`config.mk`:
```
export PLATFORM = sky130hd
export DESIGN_NAME = out_byte_uart_tx
export DESIGN_NICKNAME = d
export VERILOG_FILES = /design/src/rtl/uart_tx_pkg.sv /design/src/rtl/byte_fifo.sv /design/src/rtl/out_byte_uart_tx.sv
export SDC_FILE = /design/constraint.sdc
export NUM_CORES = 1
export LEC_CHECK = 0
export CAP_MARGIN = 10
export CORE_ASPECT_RATIO = 1.1
export CORE_UTILIZATION = 25
export CTS_CLUSTER_SIZE = 16
export DETAILED_ROUTE_END_ITERATION = 7
export PLACE_DENSITY = 0.41
export SYNTH_ARGS = -nofsm -noshare
export SYNTH_HDL_FRONTEND = slang
export SYNTH_HIERARCHICAL = 1
export SYNTH_SLANG_ARGS = --single-unit
```
`constraint.sdc`:
```
create_clock -name clk -period 3.1 [get_ports clk]
set_clock_uncertainty 0.05 [all_clocks]
set_input_delay 0.775 -clock clk [delete_from_list [all_inputs] [get_ports clk]]
set_output_delay 0.775 -clock clk [all_outputs]
set_load 0.02 [all_outputs]
```
`src/rtl/uart_tx_pkg.sv`:
```
// Shared definitions for the output-byte UART transmitter: FSM encoding,
// frame geometry and the default bit period.
package uart_tx_pkg;

    typedef enum logic [1:0] {
        ST_IDLE  = 2'd0,
        ST_START = 2'd1,
        ST_DATA  = 2'd2,
        ST_STOP  = 2'd3
    } uart_state_e;

    localparam int DATA_BITS       = 8;
    localparam int DEFAULT_CLK_DIV = 868;

endpackage

```
`src/rtl/byte_fifo.sv`:
```
// Synchronous 8-bit FIFO with power-of-two depth; pointers wrap naturally.
// Push is ignored when full, pop is ignored when empty.
module byte_fifo #(
    parameter int DEPTH = 16
) (
    input  logic                     clk,
    input  logic                     resetn_i,
    input  logic                     push,
    input  logic [7:0]               wdata,
    input  logic                     pop,
    output logic [7:0]               rdata,
    output logic                     full,
    output logic                     empty,
    output logic [$clog2(DEPTH):0]   count
);

    localparam int AW = $clog2(DEPTH);

    logic [7:0]    mem [DEPTH];
    logic [AW-1:0] wr_ptr;
    logic [AW-1:0] rd_ptr;
    logic          push_ok;
    logic          pop_ok;

    assign full    = (count == (AW+1)'(DEPTH));
    assign empty   = (count == '0);
    assign push_ok = push && !full;
    assign pop_ok  = pop && !empty;
    assign rdata   = mem[rd_ptr];

    // Storage is left unreset; only the bookkeeping defines validity.
    always_ff @(posedge clk) begin
        if (push_ok) begin
            mem[wr_ptr] <= wdata;
        end
    end

    always_ff @(posedge clk or negedge resetn_i) begin
        if (!resetn_i) begin
            wr_ptr <= '0;
            rd_ptr <= '0;
            count  <= '0;
        end else begin
            if (push_ok) begin
                wr_ptr <= wr_ptr + 1'b1;
            end
            if (pop_ok) begin
                rd_ptr <= rd_ptr + 1'b1;
            end
            case ({push_ok, pop_ok})
                2'b10:   count <= count + 1'b1;
                2'b01:   count <= count - 1'b1;
                default: count <= count;
            endcase
        end
    end

endmodule

```
`src/rtl/out_byte_uart_tx.sv`:
```
// Buffers bytes strobed from the core's output port and serialises them as
// 8N1 UART frames; bytes arriving while the FIFO is full are dropped and counted.
module out_byte_uart_tx
    import uart_tx_pkg::*;
#(
    parameter int CLK_DIV    = DEFAULT_CLK_DIV,
    parameter int FIFO_DEPTH = 16
) (
    input  logic        clk,
    input  logic        resetn_i,
    input  logic [7:0]  in_byte,
    input  logic        in_byte_en,
    output logic        tx,
    output logic        busy,
    output logic        fifo_full,
    output logic        overflow,
    output logic [7:0]  drop_count,
    output uart_state_e state
);

    localparam int            CW       = (CLK_DIV > 1) ? $clog2(CLK_DIV) : 1;
    localparam logic [CW-1:0] BAUD_MAX = CW'(CLK_DIV - 1);
    localparam logic [2:0]    LAST_BIT = 3'(DATA_BITS - 1);
    localparam int            CNTW     = $clog2(FIFO_DEPTH) + 1;

    logic            push;
    logic            pop;
    logic            drop;
    logic            fifo_empty;
    logic [7:0]      fifo_rdata;
    logic [CNTW-1:0] fifo_count;
    logic [CW-1:0]   baud_cnt;
    logic            baud_done;
    logic [2:0]      bit_idx;
    logic [7:0]      shift;

    // Full is the registered flag, so a pop on the same edge never frees a slot.
    assign push      = in_byte_en && !fifo_full;
    assign drop      = in_byte_en && fifo_full;
    assign baud_done = (baud_cnt == BAUD_MAX);
    assign pop       = !fifo_empty && ((state == ST_IDLE) || (state == ST_STOP && baud_done));
    assign busy      = (state != ST_IDLE) || (fifo_count != '0);

    byte_fifo #(
        .DEPTH (FIFO_DEPTH)
    ) u_fifo (
        .clk      (clk),
        .resetn_i (resetn_i),
        .push     (push),
        .wdata    (in_byte),
        .pop      (pop),
        .rdata    (fifo_rdata),
        .full     (fifo_full),
        .empty    (fifo_empty),
        .count    (fifo_count)
    );

    // Frame sequencer; tx is registered here so the line never glitches.
    always_ff @(posedge clk or negedge resetn_i) begin
        if (!resetn_i) begin
            state    <= ST_IDLE;
            tx       <= 1'b1;
            baud_cnt <= '0;
            bit_idx  <= '0;
            shift    <= '0;
        end else begin
            baud_cnt <= baud_done ? '0 : baud_cnt + 1'b1;
            case (state)
                ST_IDLE: begin
                    baud_cnt <= '0;
                    tx       <= 1'b1;
                    if (pop) begin
                        shift <= fifo_rdata;
                        tx    <= 1'b0;
                        state <= ST_START;
                    end
                end
                ST_START: begin
                    if (baud_done) begin
                        tx      <= shift[0];
                        shift   <= shift >> 1;
                        bit_idx <= '0;
                        state   <= ST_DATA;
                    end
                end
                ST_DATA: begin
                    if (baud_done) begin
                        if (bit_idx == LAST_BIT) begin
                            tx    <= 1'b1;
                            state <= ST_STOP;
                        end else begin
                            tx      <= shift[0];
                            shift   <= shift >> 1;
                            bit_idx <= bit_idx + 1'b1;
                        end
                    end
                end
                ST_STOP: begin
                    // Chain straight into the next start bit when data is waiting.
                    if (baud_done) begin
                        if (pop) begin
                            shift <= fifo_rdata;
                            tx    <= 1'b0;
                            state <= ST_START;
                        end else begin
                            state <= ST_IDLE;
                        end
                    end
                end
                default: begin
                    tx    <= 1'b1;
                    state <= ST_IDLE;
                end
            endcase
        end
    end

    always_ff @(posedge clk or negedge resetn_i) begin
        if (!resetn_i) begin
            overflow   <= 1'b0;
            drop_count <= '0;
        end else begin
            overflow <= drop;
            if (drop && drop_count != 8'hFF) begin
                drop_count <= drop_count + 1'b1;
            end
        end
    end

endmodule

```
==> results of run 1 <==
cell usage after synthesis (all sizes together), types with 15 or more instances:
| cell type | count | area share, % |
|---|---|---|
| mux4 | 16 | 4.7 |
| inv | 16 | 0.78 |
| edfxtp | 128 | 50 |
| buf | 16 | 1.7 |
| o21ai | 26 | 1.7 |
| mux2i | 25 | 3.3 |
| dfrtp | 45 | 15 |
| nand3 | 21 | 1.4 |
| nand2 | 30 | 1.5 |
| nor2 | 30 | 1.5 |
| ha | 18 | 2.9 |
| xnor2 | 15 | 1.7 |
state kept, by name, summed over array words and instances (netlist names):
signal and count:
tx 1, baud_cnt 10, bit_idx 3, overflow 1
shift 8, u_fifo/count 5, state 2, u_fifo/mem 128
u_fifo/wr_ptr 4, u_fifo/rd_ptr 4, drop_count 8
per-layer routing:
layer / wire length [µm] / part of all wire (%) / GRT usage (%) / vias to the layer above
li1: - / - / - / 2072
met1: 7660 / 45 / 14.3 / 2254
met2: 8580 / 51 / 19.8 / 54
met3: 460 / 2.7 / 1.93 / 15
met4: 259 / 1.5 / 4.44 / 0
met5: 0 / 0 / 0 / -
cell type report:
| class | instances | share of cell area [%] |
|---|---|---|
| Clock buffer | 17 | 4.64 |
| Clock inverter | 15 | 2.28 |
| Inverter | 16 | 0.655 |
| Multi-Input combinational cell | 303 | 26.8 |
| Sequential cell | 174 | 54.5 |
| Tap cell | 408 | 5.57 |
| Timing Repair Buffer | 60 | 5.51 |
power groups by stage:
stage	sequential, mW	clock (mW)	combinational [mW]
2_1_floorplan	2.90	0	0.407
4_1_cts	2.89	2.27	0.679
3_3_place_gp	2.93	0	0.672
3_5_place_dp	2.94	0	0.675
5_1_grt	2.91	2.34	0.741
6_report	2.89	2.20	0.663
how the worst max path moves through the flow:
stage	start	endpoint	cells after the start	slack, ns
2_1_floorplan	state[0]$_DFFE_PN0P_	u_fifo/count[4]$_DFFE_PN0P_	14	0.02
3_3_place_gp	in_byte_en	u_fifo/count[4]$_DFFE_PN0P_	11	-0.01
3_5_place_dp	in_byte_en	u_fifo/count[4]$_DFFE_PN0P_	11	-0.07
4_1_cts	baud_cnt[0]$_DFF_PN0_	u_fifo/count[4]$_DFFE_PN0P_	13	0.12
5_1_grt	baud_cnt[0]$_DFF_PN0_	u_fifo/count[4]$_DFFE_PN0P_	13	-0.01
6_report	baud_cnt[0]$_DFF_PN0_	u_fifo/count[4]$_DFFE_PN0P_	13	0.19
worst max-delay path, delay by kind of cell, from the launching register on:
| kind | cells | cell delay (ns) |
|---|---|---|
| buffers and inverters | 1 | 0.06 |
| adder cells (fa/ha/maj) | 3 | 0.72 |
| XOR/XNOR | 1 | 0.13 |
| AND/OR/NAND/NOR | 6 | 1.18 |
| AO/OA/AOI/OAI | 2 | 0.28 |
| flip-flops | 1 | 0.39 |
metrics by stage:
| stage | cells | area [µm²] | utilization [%] |
|---|---|---|---|
| finish | 993 | 9170 | 30.7 |
| global route | 993 | 9170 | 30.7 |
| CTS | 992 | 9150 | 30.6 |
| detailed placement | 960 | 8520 | 28.5 |
| global placement | 960 | 8520 | 28.5 |
| floorplan | 518 | 7690 | - |
cells by family (layout without fill, tap and decap cells):
group                      Yosys count  in the layout  synth area share (%)
DFF                                174            174                  65.2
xor gates and xnor gates            23             23                  2.63
and+or+nand+nor                    128            128                  8.78
buffers and inverters               41            108                  3.05
muxes                               53             53                  9.78
adders and majority gates           19             19                  3.20
AOI/OAI and AO/OA                   80             80                  7.36
timing repair:
action                                  4_1_cts  5_1_grt
setup buffers                                 0        1
gates resized for setup                       1        1
endpoints found under the setup margin        1        1
==> qor.txt, run 1 <==
Clk sinks - 174
Htree depth - 4
CTS Buffer Depth - 2
Combinational share of power - 11.5%
Largest net degree at the start of global routing - 24
Asr flop ratio synth - 26.4%
Slew Limit Fails - 0
CTS Root Buffer Type - clkbuf_16
DRT iter0 DRCs - 219
Post-synth EDFFs - 128
Synthesized net count - 548
Reg area - 5000 µm²
CP cell instances - ha_2 > nor3b_4 > a41oi_1 > nor2_2 > nor2b_4 > ha_4 > inv_1 > fa_2 > nor2b_1 > o21ai_0 > nand3_1 > or3b_1 > xnor2_1
Number of routed nets with antenna violations - 0
Clk_lat worst skew - 0.43 ns
CP required - 3.37 ns
Final net count - 602
Placer congestion estimate - 0.765
Final wirelength - 17000 µm
Die W - 169 µm
Gr ovfl total - 0
Vias per cell - 4.43
Most frequent cells in the layout - edfxtp_1, dfrtp_1, buf_4
Cell depth of the worst flop-to-flop path - 13
CP Class - register to register
Fill cells - 3018
R2r endpoint - u_fifo/count[4]$_DFFE_PN0P_
Worst slack, placed - -0.0724 ns
Flop pwr share - 50.2%
Core Box Area - 29900 µm²
Part of the power in the clock network - 38.2%
Maximum Capacitance Violations - 0
Final WS setup - 0.190 ns
IO Count - 25
Via count - 4395
Sequential area share after synthesis - 65.2%
Critical Path Source Type - register
Initial core utilization - 25.6%
FF-to-FF setup slack - 0.19 ns
Hold WC Path Type - input pin to async pin
Internal Power - 4.14 mW
Cell Rows - 66
Slew margin rel. - 53.9%
Avg WL per Cell - 17.1 µm
Die Y - 186 µm
Hold_ws - 0.275 ns
Buffers on Ports - 24
TNS Setup - 0 ns
Top_reg_cell synth - edfxtp_1
First-pass GRT wire length - 26300 µm
Crit path max fanout - 4
Die ar. - 31400 µm²
Netlist cell types - 60
Worst flop-to-flop path startpoint - baud_cnt[0]$_DFF_PN0_
P_leak - 3.42 nW
Hold-fix buffers, CTS - 0
#FFs+latches synth - 174
Switch share - 28.0%
Power per standard cell area - 627 nW/µm²
DR pass1 iterations - 4
Post-route DRC - 0
Peak VDD IR - 0.256 mV
Ys Warns - 6
Fin crit period - 2.91 ns
CP Data Arrival Time - 3.18 ns
Area added between synthesis and finish - 19.6%
Diode count - 0
Final hold vios - 0
Synth Instances - 518
CP max stage delay - 0.39 ns
Num CTS Buffers - 17
Crit end category - register
Switch Pwr - 1.61 mW
Netlist Area Pre-Place - 7660 µm²
CTS tree - yes
Multi-input gate area - 2460 µm²
Commonest non-fill, non-tap cell in the layout - edfxtp_1
# setup viols final - 0
Period utilization - 93.9%
Worst path slowest cell - dfrtp_1
Fmax - 344 MHz
Overall power - 5.75 mW
Reg clk slew, reported paths - 0.08 ns
Worst Max-Slew Pin Slew - 0.690 ns
Syn_area_per_cell - 14.8 µm²
Vias in the first global route - 4538
Total track usage - 11.5%
Detailed Place HPWL - 11500 µm
Status - completed
Share of cells above drive strength 1 - 19.3%
Initial antenna violation count - 0
No activity file was read; power rests on OpenSTA's default activity.
==> run 2, diff against run 1 <==
==> constraint.sdc (replaced) <==
create_clock -name clk -period 3.1 [get_ports clk]
set_clock_uncertainty 0.05 [all_clocks]
set_input_delay 0.775 -clock clk [delete_from_list [all_inputs] [get_ports clk]]
set_output_delay 0.775 -clock clk [all_outputs]
set_load 0.05 [all_outputs]
==> qor.txt, run 2 (synthesized netlist as in run 1, its figures left out) <==
Fin util - 30.4% (was 30.7%)
Commonest non-fill, non-tap cell in the layout - edfxtp_1 (unchanged)
Max reg flops - 128 (unchanged)
Top Registers - u_fifo/mem x128, baud_cnt x10 (unchanged)
Crit path max fanout - 5 (was 4)
Via count - 4334 (was 4395)
Die ar. - 31400 µm² (unchanged)
Period utilization - 94.2% (was 93.9%)
Switch Pwr - 1.51 mW (was 1.61 mW)
Most frequent cells in the layout - edfxtp_1, dfrtp_1, buf_4 (unchanged)
Hold-fix buffers, CTS - 0 (unchanged)
Die W - 169 µm (unchanged)
Die Y - 186 µm (unchanged)
Clk_lat worst skew - 0.43 ns (about the same)
Worst Setup EP - busy (was u_fifo/count[4]$_DFFE_PN0P_)
Detailed Place HPWL - 11800 µm (was 11500 µm)
Final hold vios - 0 (unchanged)
R2r endpoint - u_fifo/count[4]$_DFFE_PN0P_ (unchanged)
Buffers on Ports - 24 (unchanged)
Worst path slowest cell - clkdlybuf4s50_1 (was dfrtp_1)
Core Box Area - 29900 µm² (unchanged)
CTS Buffer Depth - 2 (unchanged)
Fin crit period - 2.92 ns (was 2.91 ns)
Share of cells above drive strength 1 - 19.6% (was 19.3%)
Flop pwr share - 51.8% (was 50.2%)
Hold WC Path Type - input pin to async pin (unchanged)
Peak VDD IR - 0.295 mV (was 0.256 mV)
Worst Max-Slew Pin Slew - 0.739 ns (was 0.690 ns)
Status - completed (unchanged)
Clk sinks - 174 (unchanged)
Part of the power in the clock network - 35.3% (was 38.2%)
DRT iter0 DRCs - 299 (was 219)
Crit-path leading delay family - buffers and inverters (was simple AND/OR/NAND/NOR gates)
Crit path from - u_fifo/count[0]$_DFFE_PN0P_ (was baud_cnt[0]$_DFF_PN0_)
Power per standard cell area - 615 nW/µm² (was 627 nW/µm²)
CTS tree - yes (unchanged)
Stages on worst setup path - 3 (was 13)
Hold_ws - 0.246 ns (was 0.275 ns)
Crit end category - output port (was register)
Vias in the first global route - 4594 (was 4538)
Critical Path Source Type - register (unchanged)
Switch share - 27.1% (was 28.0%)
# setup viols final - 0 (unchanged)
Worst flop-to-flop path startpoint - baud_cnt[0]$_DFF_PN0_ (unchanged)
FF-to-FF setup slack - 0.20 ns (was 0.19 ns)
Fmax - 343 MHz (was 344 MHz)
Post-route insts no fill - 991 (was 993)
Total track usage - 11.7% (was 11.5%)
P_leak - 3.38 nW (was 3.42 nW)
Biggest register - u_fifo/mem (unchanged)
Diode count - 0 (unchanged)
Htree depth - 4 (unchanged)
CP required - 2.27 ns (was 3.37 ns)
Reg clk slew, reported paths - 0.07 ns (was 0.08 ns)
Maximum Capacitance Violations - 0 (unchanged)
Slew margin rel. - 50.6% (was 53.9%)
CP bufs+invs - 1 (unchanged)
Vias per cell - 4.37 (was 4.43)
Largest net degree at the start of global routing - 24 (unchanged)
Area added between synthesis and finish - 18.5% (was 19.6%)
TNS Setup - 0 ns (unchanged)
Number of routed nets with antenna violations - 0 (unchanged)
CTS Root Buffer Type - clkbuf_16 (unchanged)
Initial antenna violation count - 0 (unchanged)
First-pass GRT wire length - 27000 µm (was 26300 µm)
Gr ovfl total - 0 (unchanged)
Post-route DRC - 0 (unchanged)
CP cell instances - nor4_1 > nand3b_1 > clkdlybuf4s50_1 (was ha_2 > nor3b_4 > a41oi_1 > nor2_2 > nor2b_4 > ha_4 > inv_1 > fa_2 > nor2b_1 > o21ai_0 > nand3_1 > or3b_1 > xnor2_1)
Num CTS Buffers - 17 (unchanged)
IO Count - 25 (unchanged)
Final WS setup - 0.181 ns (was 0.190 ns)
Worst slack, placed - -0.0906 ns (was -0.0724 ns)
CP Data Arrival Time - 2.09 ns (was 3.18 ns)
Cell depth of the worst flop-to-flop path - 13 (unchanged)
Initial core utilization - 25.6% (unchanged)
Cell Rows - 66 (unchanged)
Slew Limit Fails - 0 (unchanged)
Final net count - 600 (was 602)
DR pass1 iterations - 5 (was 4)
Avg WL per Cell - 17.3 µm (was 17.1 µm)
Placed insts - 957 (was 960)
Internal Power - 4.07 mW (was 4.14 mW)
CP Class - register to output port (was register to register)
Combinational share of power - 12.9% (was 11.5%)
CP max stage delay - 0.73 ns (was 0.39 ns)
Placer congestion estimate - 0.800 (was 0.765)
Final wirelength - 17200 µm (was 17000 µm)
[run 2: timing repair]
| action | 4_1_cts | 5_1_grt |
|---|---|---|
| resized for setup | 1 | 2 |
| pin swaps | 0 | 0 |
| setup buffers | 0 | 2 |
| setup endpoints to repair | 1 | 1 |
[run 2: worst min-delay path by stage]
| stage | start | to | depth (start not counted) |
|---|---|---|---|
| 6_report | resetn_i | shift[5]$_DFFE_PN0P_ | 1 |
| 3_5_place_dp | baud_cnt[0]$_DFF_PN0_ | baud_cnt[0]$_DFF_PN0_ | 1 |
| 2_1_floorplan | baud_cnt[0]$_DFF_PN0_ | baud_cnt[0]$_DFF_PN0_ | 1 |
| 5_1_grt | resetn_i | shift[5]$_DFFE_PN0P_ | 1 |
| 4_1_cts | resetn_i | shift[5]$_DFFE_PN0P_ | 1 |
| 3_3_place_gp | baud_cnt[0]$_DFF_PN0_ | baud_cnt[0]$_DFF_PN0_ | 1 |
[run 2: final cells by class]
type / instances / area, µm²
flip-flops and latches: 174 / 5000
clock buffers: 18 / 429
multi-input cells: 303 / 2480
well taps: 408 / 510
clock inverters: 14 / 106
inverters: 16 / 60.1
fillers: 3022 / 20800
repair buffers: 58 / 489
[run 2: routing by layer]
metal / wire [µm] / vias to the layer above / track usage [%]
li1: - / 2061 / -
met1: 7700 / 2198 / 14.3
met2: 8760 / 58 / 20.5
met3: 507 / 17 / 2.66
met4: 218 / 0 / 3.85
met5: 0 / - / 0
[run 2: stage by stage]
stage,instance area (µm²),power (mW)
final,9080,5.58
after global routing,9080,5.84
after CTS,9060,5.67
after detailed placement,8520,3.67
after global placement,8520,3.64
after floorplan,7710,3.35
[run 2: power groups by stage]
stage	sequential (mW)	combinational (mW)	clock, mW
after floorplan	2.94	0.413	0
after global placement	2.93	0.716	0
after detailed placement	2.94	0.734	0
after CTS	2.89	0.735	2.04
after global routing	2.92	0.802	2.13
final	2.89	0.718	1.97
